--- config.mk ---
export PLATFORM = sky130hd
export DESIGN_NAME = apb_slave_regfile
export DESIGN_NICKNAME = d
export VERILOG_FILES = /design/src/rtl/apb_slave_regfile.sv
export SDC_FILE = /design/constraint.sdc
export NUM_CORES = 1
export LEC_CHECK = 0
export ABC_AREA = 0
export CAP_MARGIN = 10
export CORE_MARGIN = 2
export CORE_UTILIZATION = 60
export DETAILED_ROUTE_END_ITERATION = 6
export DONT_BUFFER_PORTS = 1
export PLACE_DENSITY = 0.85
export SLEW_MARGIN = 20
export SYNTH_ARGS = -nofsm -noshare
export SYNTH_HDL_FRONTEND = slang
export SYNTH_SLANG_ARGS = --single-unit
export TNS_END_PERCENT = 50
--- constraint.sdc ---
create_clock -name PCLK -period 2.61 [get_ports PCLK]
set_input_delay 0.783 -clock PCLK [delete_from_list [all_inputs] [get_ports PCLK]]
set_output_delay 0.783 -clock PCLK [all_outputs]
set_load 0.05 [all_outputs]
--- src/rtl/apb_slave_regfile.sv ---
// apb_slave_regfile: APB slave holding 15 R/W 32-bit registers plus a read-only ID word at index 15.
// Latency: setup + access (two cycles) per transfer; with `APB_SLV_WAIT_EN, WAIT_CYC wait states are inserted.
// Backpressure: PREADY is constant 1 unless `APB_SLV_WAIT_EN is defined, then it is low during wait states.
module apb_slave_regfile #(
  parameter int SLV_IDX  = 0,
  parameter int WAIT_CYC = 2
) (
  input  logic        PCLK,
  input  logic        PRESETn,
  input  logic [3:0]  PSELx,
  input  logic        PENABLE,
  input  logic        PWRITE,
  input  logic [15:0] PADDR,
  input  logic [31:0] PWDATA,
  output logic [31:0] PRDATA,
  output logic        PSLVERR,
  output logic        PREADY,
  output logic [7:0]  viol_cnt
);

  localparam logic [1:0]  SLV_BIT = SLV_IDX[1:0];
  localparam logic [31:0] ID_VAL  = 32'hA5B2_0000 | {30'd0, SLV_BIT};

  // Catch out-of-range parameters at elaboration rather than silently aliasing.
  if (SLV_IDX < 0 || SLV_IDX > 3) begin : g_bad_slv_idx
    $error("apb_slave_regfile: SLV_IDX must be 0..3");
  end
  if (WAIT_CYC < 1 || WAIT_CYC > 15) begin : g_bad_wait_cyc
    $error("apb_slave_regfile: WAIT_CYC must be 1..15");
  end

`ifdef APB_SLV_WAIT_EN
  typedef enum logic [1:0] {
    S_IDLE   = 2'd0,
    S_ACCESS = 2'd1,
    S_WAIT   = 2'd2
  } state_t;
  localparam logic [3:0] WAIT_LD = WAIT_CYC[3:0];
`else
  typedef enum logic {
    S_IDLE   = 1'b0,
    S_ACCESS = 1'b1
  } state_t;
`endif

  state_t      r_state;
  state_t      w_state_nxt;

  logic        w_sel;
  logic [3:0]  w_idx;
  logic        w_dec_err;
  logic        w_match;
  logic        w_pready;
  logic        w_setup;
  logic        w_commit;
  logic        w_done;
  logic        w_viol;
  logic [31:0] w_rd_val;

  logic [31:0] r_regs [0:14];
  logic [15:0] r_addr;
  logic        r_write;
  logic [31:0] r_wdata;
  logic        r_err;
  logic [31:0] r_prdata;
  logic        r_pslverr;
  logic [7:0]  r_viol_cnt;

`ifdef APB_SLV_WAIT_EN
  logic [3:0]  r_wait_cnt;
`endif

  // Only our own select bit matters; the other PSELx lines belong to sibling slaves.
  assign w_sel = PSELx[SLV_BIT];
  assign w_idx = PADDR[5:2];

  // Out-of-window address, misaligned address, or write to the read-only ID word.
  assign w_dec_err = (PADDR[15:6] != 10'd0) || (PADDR[1:0] != 2'd0) ||
                     (PWRITE && (w_idx == 4'hF));

  // Access phase is legitimate only while the master holds the transfer it set up.
  assign w_match = w_sel && PENABLE && (PADDR == r_addr) && (PWRITE == r_write);

`ifdef APB_SLV_WAIT_EN
  assign w_pready = (r_wait_cnt == 4'd0);
  assign PSLVERR  = r_pslverr & w_pready;
`else
  assign w_pready = 1'b1;
  assign PSLVERR  = r_pslverr;
`endif

  assign PREADY   = w_pready;
  assign PRDATA   = r_prdata;
  assign viol_cnt = r_viol_cnt;

  // Read mux: index 15 returns the ID word, everything else the register array.
  always_comb begin
    w_rd_val = ID_VAL;
    for (int i = 0; i < 15; i++) begin
      if (w_idx == 4'(i)) begin
        w_rd_val = r_regs[i];
      end
    end
  end

  // FSM state register.
  always_ff @(posedge PCLK or negedge PRESETn) begin
    if (!PRESETn) begin
      r_state <= S_IDLE;
    end else begin
      r_state <= w_state_nxt;
    end
  end

  // FSM next state and per-edge control strobes.
  always_comb begin
    w_state_nxt = r_state;
    w_setup     = 1'b0;
    w_commit    = 1'b0;
    w_done      = 1'b0;
    w_viol      = 1'b0;
    case (r_state)
      S_IDLE: begin
        if (w_sel && !PENABLE) begin
          w_setup = 1'b1;
`ifdef APB_SLV_WAIT_EN
          w_state_nxt = S_WAIT;
`else
          w_state_nxt = S_ACCESS;
`endif
        end else if (w_sel && PENABLE) begin
          // Access phase with no setup: drop it, count it.
          w_viol = 1'b1;
        end
      end
`ifdef APB_SLV_WAIT_EN
      S_WAIT: begin
        if (w_match) begin
          if (r_wait_cnt == 4'd1) begin
            w_state_nxt = S_ACCESS;
          end
        end else begin
          w_viol      = 1'b1;
          w_done      = 1'b1;
          w_state_nxt = S_IDLE;
        end
      end
`endif
      S_ACCESS: begin
        w_done      = 1'b1;
        w_state_nxt = S_IDLE;
        if (w_match && w_pready) begin
          w_commit = r_write && !r_err;
        end else begin
          w_viol = 1'b1;
        end
      end
      default: begin
        w_state_nxt = S_IDLE;
      end
    endcase
  end

  // Capture the request at the setup edge so the access phase can be checked against it.
  always_ff @(posedge PCLK or negedge PRESETn) begin
    if (!PRESETn) begin
      r_addr  <= 16'd0;
      r_write <= 1'b0;
      r_wdata <= 32'd0;
      r_err   <= 1'b0;
    end else if (w_setup) begin
      r_addr  <= PADDR;
      r_write <= PWRITE;
      r_wdata <= PWDATA;
      r_err   <= w_dec_err;
    end
  end

  // Read data and error are registered at setup so they are stable for the whole access phase.
  always_ff @(posedge PCLK or negedge PRESETn) begin
    if (!PRESETn) begin
      r_prdata  <= 32'd0;
      r_pslverr <= 1'b0;
    end else if (w_setup) begin
      r_prdata  <= (!PWRITE && !w_dec_err) ? w_rd_val : 32'd0;
      r_pslverr <= w_dec_err;
    end else if (w_done) begin
      r_prdata  <= 32'd0;
      r_pslverr <= 1'b0;
    end
  end

  // Register array: writes land on the completion edge, visible to the very next setup.
  always_ff @(posedge PCLK or negedge PRESETn) begin
    if (!PRESETn) begin
      for (int i = 0; i < 15; i++) begin
        r_regs[i] <= 32'd0;
      end
    end else if (w_commit) begin
      for (int i = 0; i < 15; i++) begin
        if (r_addr[5:2] == 4'(i)) begin
          r_regs[i] <= r_wdata;
        end
      end
    end
  end

  // Saturating protocol-violation counter.
  always_ff @(posedge PCLK or negedge PRESETn) begin
    if (!PRESETn) begin
      r_viol_cnt <= 8'd0;
    end else if (w_viol && (r_viol_cnt != 8'hFF)) begin
      r_viol_cnt <= r_viol_cnt + 8'd1;
    end
  end

`ifdef APB_SLV_WAIT_EN
  // Wait-state counter: loaded at setup, counts down while the master holds the transfer.
  always_ff @(posedge PCLK or negedge PRESETn) begin
    if (!PRESETn) begin
      r_wait_cnt <= 4'd0;
    end else if (w_setup) begin
      r_wait_cnt <= WAIT_LD;
    end else if (r_state == S_WAIT) begin
      r_wait_cnt <= w_match ? (r_wait_cnt - 4'd1) : 4'd0;
    end
  end
`endif

endmodule

Word-level counts from Yosys, hierarchy flattened --
Cells that the tools add are included.
Storage, ports and cells: bits of input ports 56, register bits after elaboration 572
Cells by class: add/sub/neg operators 1, bitwise gates (word level) 1, mux-type cells 30, reduce and logical (&&, ||, !) cells 34, eq/ne operators 32
Operator list (number):
- $mux 32 | 18
- $eq 4x4->1 const B | 15
- $eq 4x3->1 const B | 8
- $reduce_and 2->1 | 15
- $eq 16x16->1 | 1
- $eq 4x2->1 const B | 4
- $mux 1 | 10
- $reduce_bool 10->1 | 1
- $add 8x1->8 const B | 1
- $eq 4x1->1 const B | 2
- $logic_and 1x1->1 | 8
- $logic_not 4->1 | 2
- $ne 8x8->1 const B | 1
- $logic_not 1->1 | 4
- $pmux 1 s2 | 2
- $reduce_bool 2->1 | 2
- $logic_or 1x1->1 | 2
- $eq 1x1->1 | 1
- $not 1->1 | 1

Logic depth before layout (Yosys ltp) --
word-level depth 18, depth in mapped cells 11

Worst setup path before layout --
Ideal clock, no wire load.
path type input-to-reg, start point in PADDR[4], end point reg r_regs[225] (netlist name), arrival 2.697 ns, library setup time 0.125 ns, stages 8, path buffers 3, required time 2.485 ns, path slack -0.212 ns, path through buf_2 xor2_1 nor4_1 nand4_1 buf_4 nor3_2 buf_4 mux2_2
On the way: word-level cells in the longest chain between the ends 6
RTL lines:
- start: declaration | line 13 | input logic [15:0] PADDR,
- $eq 16x16->1 | line 82 | assign w_match = w_sel && PENABLE && (PADDR == r_addr) && (PWRITE == r_write);
- $logic_and 1x1->1 (2 in series) | line 82
- $mux 1 | line 152 | if (w_match && w_pready) begin
- $mux 1 | line 122 | case (r_state)
- $reduce_and 2->1 (no line)
- end signal: indexed assignment | line 202 | r_regs[i] <= r_wdata;
- end: declaration | line 60 | logic [31:0] r_regs [0:14];
Every way passes these cells. A chain may end at the register's enable or synchronous reset.

Worst setup path after layout --
start point reg r_write, end point reg r_regs[344] (netlist name)
On the way: word-level cells in the longest chain between the ends 5, elaborated cells between the ends (all ways) 6, classes of those cells 1 x eq/ne; 2 x mux; 3 x reduce/logical
RTL lines:
- start: declaration | line 62 | logic r_write;
- start signal: assignment | line 168 | r_write <= 1'b0;
- start signal: assignment | line 173 | r_write <= PWRITE;
- $eq 1x1->1 | line 82
- $logic_and 1x1->1 | line 82
- $mux 1 (*) | line 152
- $mux 1 (*) | line 122
- $reduce_and 2->1 (no line) (*)
Mark *: on every way between the ends. The rest lies on a longest branch, timed or not.

==> summary.txt <==
Outcome
  • Outcome: complete, but fails checks
  • Failing checks: DRC, hold timing

Synth
  • Synth Area in Adders: 0.04823%
  • Ys async rst share: 100.0%
  • Synth Flop Type: dfrtp_1
  • Post-synthesis mux area share: 25.25%
  • Main combinational cell family by area after synthesis: multiplexers
  • Number of synthesized flops with an enable pin: 0
  • Yosys warns: 0
  • Synth unique cells: 62
  • Syn Inst Count: 2,059
  • Post-synthesis compound-gate area fraction: 8.441%
  • Register area share after synthesis: 55.18%
  • Mapped Area: 25,940 µm²
  • Synth Area in XOR/XNOR: 0.7428%
  • Synthesized flop and latch total: 572
  • Avg Inst Size Synth: 12.60 µm²
  • Post-synthesis simple-gate area fraction: 7.404%
  • Syn nets: 2,116

Setup path
  • Most frequent CP cell: buf_12
  • Critical Path RT: 3100 ps
  • CP arrival: 2930 ps
  • Reg2reg start: r_write
  • CP endpoint kind: flop
  • Crit-path slowest cell: dfrtp_1
  • Worst Setup Start Kind: flop
  • CP Max Fanout: 20
  • Crit. Startpoint: r_write
  • Slowest stage delay, CP: 400 ps
  • Crit path kind: reg2reg
  • CP Cell Sequence: xor2_1 -> nor4_1 -> nand4_1 -> buf_4 -> buf_12 -> nor3_4 -> buf_12 -> mux2_2

GRT
  • Largest net degree at the start of global routing: 573
  • First-pass GRT wire length: 110,300 µm
  • Initial antenna violation count: 2
  • Vias in the first global route: 18,666
  • All-Layer GR Usage: 32.37%
  • GRT Residual Overflow: 0

Floorplanning
  • Full die area: 44,910 µm²
  • # IOs: 98
  • Die X: 211.9 µm
  • Initial Util: 60.49%
  • Row cnt: 76
  • Core Region: 42,890 µm²
  • Die H: 211.9 µm

STA
  • Setup_tns: 0 ps
  • Hold slack: -78.94 ps
  • Skew final: 22.13 ps
  • Achievable Freq: 0.4094 GHz
  • Slew @ Worst Pin: 1432 ps
  • Rel. slew slack: 4.536%
  • Final Setup Violations: 0
  • Final period utilization: 93.59%
  • Max-slew violation count: 0
  • RSZ-0062 raised after global routing: no
  • Hold Vio Cnt, Final: 19
  • Tmin final: 2443 ps

CTS
  • Clock Sinks: 572
  • Num CTS Buffers: 55
  • Clk_lat worst skew: 620 ps
  • Post-CTS sizing: 0
  • Clock-pin slew on the worst setup and hold paths: 60 ps
  • CTS H-tree depth: 2
  • Setup Buffers After CTS: 0
  • CTS tree: built
  • CTS root buf: clkbuf_16
  • Worst-case clock buffer depth: 3

Placed design
  • HPWL after detailed placement: 43,230 µm
  • RD Place Congestion: 0.8945
  • Port buffer count: 0
  • Post-placement cell area: 27,270 µm²

Route
  • Drt wl/cell: 26.80 µm
  • Routed WL: 71,980 µm
  • Total number of vias: 18,194
  • Final ANT Viol Nets: 0
  • Pre-antenna DRT Iters: 7
  • Initial DRC count: 2,371
  • DRC Markers: 1
  • Via-to-Cell Ratio: 6.774

Power and ir drop
  • Sequential power share: 50.6%
  • Switching power: 0.004661 W
  • Power Dens Cells: 649.8 nW/µm²
  • Leakage: 14.19 nW
  • Clock share of power: 44.1%
  • Max IR drop VDD: 0.5043 mV
  • Int Pwr: 0.01428 W
  • Sw Ratio: 24.61%
  • Combinational power share: 5.3%

Layout
  • N_diodes: 0
  • Synth-to-Final Area Change: 12.35%
  • Nets: 2,117
  • Commonest non-fill, non-tap cell in the layout: dfrtp_1
  • Final instance area: 29,140 µm²
  • Most frequent cells in the layout: 572 x dfrtp_1, 460 x mux2_2, 210 x nand2_1
  • Share of post-route cells with drive strength above 1: 34.13%

Run
  • Max cap viols: 0

Worst hold path
  • Worst min path class: in2async
-- power groups by stage --
stage | Clock (W) | Combinational [W] | Sequential [W]
after floorplan | 0 | 0.000749 | 0.00952
after global placement | 0 | 0.000938 | 0.00967
after detailed placement | 0 | 0.000963 | 0.00971
after CTS | 0.00836 | 0.000978 | 0.00955
after global routing | 0.00873 | 0.00106 | 0.00960
final | 0.00835 | 0.00100 | 0.00959
-- worst max-delay path: cells and delay by family, from the launching register on --
kind,cells,cell delay (ps)
and+or+nand+nor,3,780
buffers and inverters,3,590
DFF,1,400
muxes,1,360
xor gates and xnor gates,1,150
-- flip-flops by register name, indices dropped and copies added (netlist names) --
register	flops
r_addr	16
viol_cnt	8
r_state	1
r_err	1
r_regs	480
r_write	1
PSLVERR	1
PRDATA	32
r_wdata	32
-- cells by family (layout without fill, tap and decap cells) --
| kind of cell | after synthesis | in the layout |
|---|---|---|
| muxes | 557 | 557 |
| adders and majority gates | 1 | 1 |
| DFF | 572 | 572 |
| xor gates and xnor gates | 22 | 22 |
| AOI/OAI and AO/OA | 320 | 320 |
| buffers and inverters | 176 | 218 |
| and+or+nand+nor | 410 | 410 |
| other | 1 | 1 |
-- final cells by class --
| class | instances | area [µm²] |
|---|---|---|
| flip-flops and latches | 572 | 14310 |
| fillers | 2673 | 13740 |
| multi-input cells | 1311 | 10950 |
| clock buffers | 77 | 1569 |
| repair buffers | 113 | 1249 |
| well taps | 585 | 732.0 |
| clock inverters | 21 | 300.3 |
| inverters | 7 | 26.28 |
-- path summary, 6_finish.rpt --
path	end	slack [ps]	depth (start not counted)
worst min-delay path	r_wdata[17]	-80	0
max in group asynchronous	r_regs[108]	1590	0
worst max-delay path	r_regs[344]	170	8
min in group PCLK	r_addr[6]	260	2
worst min register to register	r_regs[84]	490	1
worst max register to register	r_regs[344]	170	8
-- layer usage --
| metal | wire (µm) | part of all wire, % | global-route usage [%] | up-vias |
|---|---|---|---|---|
| li1 | - | - | - | 7439 |
| met1 | 27610 | 38 | 42.77 | 9421 |
| met2 | 33110 | 46 | 50.20 | 1063 |
| met3 | 7511 | 10 | 7.595 | 267 |
| met4 | 3723 | 5.2 | 16.80 | 4 |
| met5 | 27 | 0.038 | 0 | - |
-- stage by stage --
step | utilization [%] | worst slack (ps) | instances | power (W)
after floorplan | - | -121.7 | 2059 | 0.01027
after global placement | 63.60 | -164.7 | 2588 | 0.01061
after detailed placement | 63.60 | -196.7 | 2588 | 0.01067
after CTS | 67.96 | 195.9 | 2686 | 0.01889
after global routing | 67.96 | 75.30 | 2686 | 0.01939
final | 67.96 | 167.2 | 2686 | 0.01894
-- synthesized netlist by cell type (7+ instances only) --
cell type  number  area, µm²
dfrtp_1       572      14310
mux2_2        467       5259
nand2_1       210      788.3
clkbuf_1      101      379.1
nor2_1         87      326.6
a21oi_1        79      395.4
o21ai_0        60      300.3
buf_2          54      270.3
mux2_1         42      473.0
mux4_2         27      608.1
a22oi_1        25      187.7
a221oi_1       24      210.2
nor3_1         23      115.1
mux2i_1        21      210.2
nand3_1        19      95.09
o221ai_1       19      166.4
a22o_1         17      148.9
xor2_1         14      122.6
a211oi_1       13      97.59
a221o_1        13      130.1
o22ai_1        13      81.33
and3_1         12      75.07
o31ai_1        11      82.58
nor2b_1         9      56.30
nor3_4          9      146.4
buf_4           8      60.06
xnor2_1         8      70.07
a21o_1          7      52.55
nand3b_1        7      52.55
nor4_1          7      43.79
(Power assumes the default switching activity.)
